File: config.mk
export PLATFORM = sky130hd
export DESIGN_NAME = regfile_scoreboard
export DESIGN_NICKNAME = d
export VERILOG_FILES = /design/src/rtl/regfile_scoreboard.sv
export SDC_FILE = /design/constraint.sdc
export NUM_CORES = 2
export LEC_CHECK = 0
export CAP_MARGIN = 15
export CORE_MARGIN = 2
export CORE_UTILIZATION = 35
export DETAILED_ROUTE_END_ITERATION = 12
export DONT_BUFFER_PORTS = 1
export MAX_ROUTING_LAYER = met4
export PLACE_DENSITY = 0.49
export SLEW_MARGIN = 20
export SYNTH_ARGS = -nofsm -noshare
export SYNTH_HDL_FRONTEND = slang
export SYNTH_SLANG_ARGS = --single-unit
File: constraint.sdc
create_clock -name Clk -period 95.8 [get_ports Clk]
set_input_delay 14.37 -clock Clk [delete_from_list [all_inputs] [get_ports Clk]]
set_output_delay 14.37 -clock Clk [all_outputs]
set_load 0.01 [all_outputs]
File: src/rtl/regfile_scoreboard.sv
`default_nettype none
//==============================================================================
// Module      : regfile_scoreboard
// Description : Flop-based register file with a per-register pending
//               scoreboard, write-through read bypass and reservation counter.
// Revision    : 1.0 - initial release
//==============================================================================
module regfile_scoreboard #(
    parameter int WIDTH    = 32,
    parameter int ADDRBITS = 5
) (
    input  logic                Clk,
    input  logic                reset,
    input  logic [ADDRBITS-1:0] ReadRegister1,
    input  logic [ADDRBITS-1:0] ReadRegister2,
    output logic [WIDTH-1:0]    ReadData1,
    output logic [WIDTH-1:0]    ReadData2,
    output logic                Ready1,
    output logic                Ready2,
    input  logic                IssueEnable,
    input  logic [ADDRBITS-1:0] IssueRegister,
    output logic                IssueAccept,
    input  logic                WriteEnable,
    input  logic [ADDRBITS-1:0] WriteRegister,
    input  logic [WIDTH-1:0]    WriteData,
    output logic [ADDRBITS:0]   PendingCount,
    output logic                Busy
);

    localparam int c_depth = 2 ** ADDRBITS;

    logic [WIDTH-1:0]    r_regs [c_depth];
    logic [c_depth-1:0]  r_pending;
    logic [ADDRBITS:0]   r_count;
    logic                r_busy;

    logic                w_wr_hit1;
    logic                w_wr_hit2;
    logic                w_wr_hit_issue;
    logic                w_accept;
    logic [c_depth-1:0]  w_pending_next;
    logic [ADDRBITS:0]   w_count_next;

    // A same-cycle write-back both forwards its data and satisfies readiness.
    assign w_wr_hit1      = WriteEnable && (WriteRegister == ReadRegister1);
    assign w_wr_hit2      = WriteEnable && (WriteRegister == ReadRegister2);
    assign w_wr_hit_issue = WriteEnable && (WriteRegister == IssueRegister);

    assign ReadData1 = (ReadRegister1 == '0) ? '0 :
                       w_wr_hit1             ? WriteData : r_regs[ReadRegister1];
    assign ReadData2 = (ReadRegister2 == '0) ? '0 :
                       w_wr_hit2             ? WriteData : r_regs[ReadRegister2];

    assign Ready1 = (ReadRegister1 == '0) || !r_pending[ReadRegister1] || w_wr_hit1;
    assign Ready2 = (ReadRegister2 == '0) || !r_pending[ReadRegister2] || w_wr_hit2;

    assign w_accept = IssueEnable &&
                      ((IssueRegister == '0) || !r_pending[IssueRegister] || w_wr_hit_issue);
    assign IssueAccept = w_accept;

    // Set after clear so a new reservation outlives a same-edge write-back.
    always_comb begin
        w_pending_next = r_pending;
        if (WriteEnable) begin
            w_pending_next[WriteRegister] = 1'b0;
        end
        if (w_accept) begin
            w_pending_next[IssueRegister] = 1'b1;
        end
        w_pending_next[0] = 1'b0;
    end

    always_comb begin
        w_count_next = '0;
        for (int i = 1; i < c_depth; i++) begin
            w_count_next = w_count_next + (ADDRBITS + 1)'(w_pending_next[i]);
        end
    end

    always_ff @(posedge Clk or posedge reset) begin
        if (reset) begin
            for (int i = 0; i < c_depth; i++) begin
                r_regs[i] <= '0;
            end
            r_pending <= '0;
            r_count   <= '0;
            r_busy    <= 1'b0;
        end else begin
            if (WriteEnable && (WriteRegister != '0)) begin
                r_regs[WriteRegister] <= WriteData;
            end
            r_pending <= w_pending_next;
            r_count   <= w_count_next;
            r_busy    <= (w_count_next != '0);
        end
    end

    assign PendingCount = r_count;
    assign Busy         = r_busy;

endmodule
`default_nettype wire

==> results.cfg <==
[run_status]
status = finished, violations left
violations_in_the_final_reports = slew limit

[finish]
post-route-cell-area_mm2 = 0.0640
antenna-diode-count = 0
layout.filler_cells = 15666
syn_to_final_growth_pct = 9.16
layout.cells.most_common = sky130_fd_sc_hd__dfrtp_1
layout_common_cells = sky130_fd_sc_hd__dfrtp_1, sky130_fd_sc_hd__mux2_2, sky130_fd_sc_hd__mux4_2, sky130_fd_sc_hd__mux2i_1, sky130_fd_sc_hd__nand2_1
register_area_mm2 = 0.0266
layout-drive-gt1-share_pct = 45.6
multi_input_comb_area_mm2 = 0.0300
finalNetCount = 3901

[global_route]
grt.total_usage_pct = 24.7
grt_use_met1_pct = 33.7
first_global_vias = 38008
grt_remaining_overflow = 0
grt_busiest_layer = met2
globalRouteMet3Util_pct = 5.23
use_met2_pct = 37.5
grt_first_pass_wirelength_um = 294000
grt_antenna_before_repair = 3
grt_start_max_net_pins = 314

[logic_synthesis]
syn-cell-area_mm2 = 0.0587
syn_avg_cell_area_um2 = 14.3
ys_async_sr_fraction_pct = 100
post_synth_net_total = 4176
synth.distinct_cells = 62
synth-main-ff-cell = sky130_fd_sc_hd__dfrtp_1
synth-edff-count = 0
ys.warnings.count = 0
postSynthRegisterBits = 1062
synth_seq_area_share_pct = 45.3
synth_cells = 4091

[drt]
drc = 0
vias = 37191
finalWirelength_um = 205000
drt_first_iter_violations = 3256
ratio_of_routed_vias_to_standard_cells = 6.08
ant_nets = 0
detailedRoute.firstPassIterationCount = 6
wl_per_cell_um = 33.4

[clock_network]
cts_hold_buffers = 0
post_cts_resized = 0
tritoncts.num_buffers = 119
clock_tree_from_tritoncts = yes
clk_root_buffer_cell = sky130_fd_sc_hd__clkbuf_16
setup_repair_bufs_after_cts = 0
clock_sink_count = 1062
clk_path_buf_depth = 3
insertion_delay_ns = 0.76
clk_pin_slew_worst_paths_ns = 0.06
htree_num_levels = 3

[sta]
fmax_mhz = 31.1
finalMaxSlewViolations = 151
period_minus_slack_ns = 32.20
slew-limit-headroom_pct = -28.8
fin_setup_tns_ns = 0
worst-slew-pin-transition_ns = 1.93
setup-violations-final = 0
hold_vio_cnt_final = 0
rsz_0062_raised_after_global_routing = no
worst_clock_skew_ns = 0.00607
fin_crit_sh_pct = 33.6
final_worst_setup_slack_ns = 63.60

[run]
max-cap-violations = 0

[placed_design]
placed_area_mm2 = 0.0600
port_buffers = 0
pre_cts_slack_ns = 63.80
gp_routability_congestion = 0.857
detailed_place_hpwl_um = 110000

[power_and_ir_drop]
peakVddDrop_mv = 0.0451
power-per-cell-area_mw_per_mm2 = 23.3
power.leakage_uw = 0.0277
total_power_uw = 1490

[floorplanning]
floorplan.rows = 150
initial_utilization_pct = 35.2
die_area_mm2 = 0.171
die_width_um = 413
floorplan.core_area_mm2 = 0.167
chipHeight_um = 413
design.portCount = 130

[worst_setup_path]
arrival_ns = 17.83
worst-path-buf-inv = 1
crit_path_cell_trace = xor2_1, nor4_2, nand3_1, buf_4, nand2b_2, a2111oi_0, a21o_1
worstSetupPathType = in -> out
critical-path-top-delay-family = compound AO/OA/AOI/OAI gates
crit_path_end_kind = output pin
setup.worst_path.start_class = input port
crit_slowest_cell = sky130_fd_sc_hd__a2111oi_0
crit_path_max_incr_delay_ns = 0.69
crit_fanout = 306
required_ns = 81.43

[min_path]
timing.hold.worst.class = reg -> reg
[cell families (layout without fill, tap and decap cells)]
| kind of cell | count (synthesis) | in the layout | share of synthesized area, % |
|---|---|---|---|
| buffers and inverters | 506 | 331 | 4.09 |
| and+or+nand+nor | 419 | 419 | 3.39 |
| AOI/OAI and AO/OA | 370 | 370 | 4.80 |
| muxes | 1686 | 1686 | 41.2 |
| DFF | 1062 | 1062 | 45.3 |
| adders and majority gates | 29 | 29 | 0.900 |
| xor gates and xnor gates | 19 | 19 | 0.284 |
[power by group]
group | switching, uW | total (uW) | internal [uW] | leakage, uW
clock network | 201 | 475 | 274 | 0.00198
registers | 62.2 | 602 | 540 | 0.0136
logic | 192 | 416 | 224 | 0.0121
total | 455 | 1490 | 1040 | 0.0277
[registers in the layout, indices dropped and copies added, names as in the netlist]
register and flops:
Busy 1, r_regs 1024, PendingCount 6, r_pending 31
[final cells by class]
class	instances	area share, %
clock inverters	30	0.541
flip-flops and latches	1062	41.5
inverters	50	0.311
clock buffers	191	5.73
well taps	2204	4.31
multi-input cells	2523	46.9
repair buffers	60	0.748
[cell usage after synthesis (44+ instances only)]
cell type | count | area (um^2)
sky130_fd_sc_hd__o21ai_0 | 45 | 225
sky130_fd_sc_hd__a22o_1 | 51 | 447
sky130_fd_sc_hd__a211oi_1 | 63 | 473
sky130_fd_sc_hd__nand3_1 | 44 | 220
sky130_fd_sc_hd__nand2_1 | 189 | 709
sky130_fd_sc_hd__buf_4 | 46 | 345
sky130_fd_sc_hd__buf_2 | 91 | 455
sky130_fd_sc_hd__dfrtp_1 | 1062 | 26600
sky130_fd_sc_hd__mux4_2 | 476 | 10700
sky130_fd_sc_hd__a221oi_1 | 45 | 394
sky130_fd_sc_hd__mux2_2 | 988 | 11100
sky130_fd_sc_hd__mux2i_1 | 214 | 2140
sky130_fd_sc_hd__clkbuf_1 | 276 | 1040
sky130_fd_sc_hd__inv_1 | 47 | 176
sky130_fd_sc_hd__nor2_1 | 51 | 191
[metrics by stage]
step	instances	hold slack (ns)	utilization (%)
6_report	6120	0.393	38.4
5_1_grt	6120	0.406	38.4
4_1_cts	6120	0.396	38.4
3_5_place_dp	5899	0.382	36.0
3_3_place_gp	5898	0.376	36.0
2_1_floorplan	4091	0.441	-
[metal layers]
layer,wire length (um),up-vias
met1,91400,20614
li1,-,15160
met5,0,-
met4,5360,0
met2,94700,1137
met3,13200,280
[worst paths after layout]
kind,startpoint,endpoint,slack [ns],cells past startpoint
min in group asynchronous,reset,r_regs[852],13.61,1
setup reg to reg,r_pending[5],Busy,88.65,19
hold reg to reg,r_regs[1018],r_regs[1018],0.39,0
max in group asynchronous,reset,r_regs[678],79.17,4
setup / recovery,ReadRegister1[0],ReadData1[12],63.60,7
hold / removal,r_regs[1018],r_regs[1018],0.39,0
Note: power is estimated with default switching activity, not from simulation.
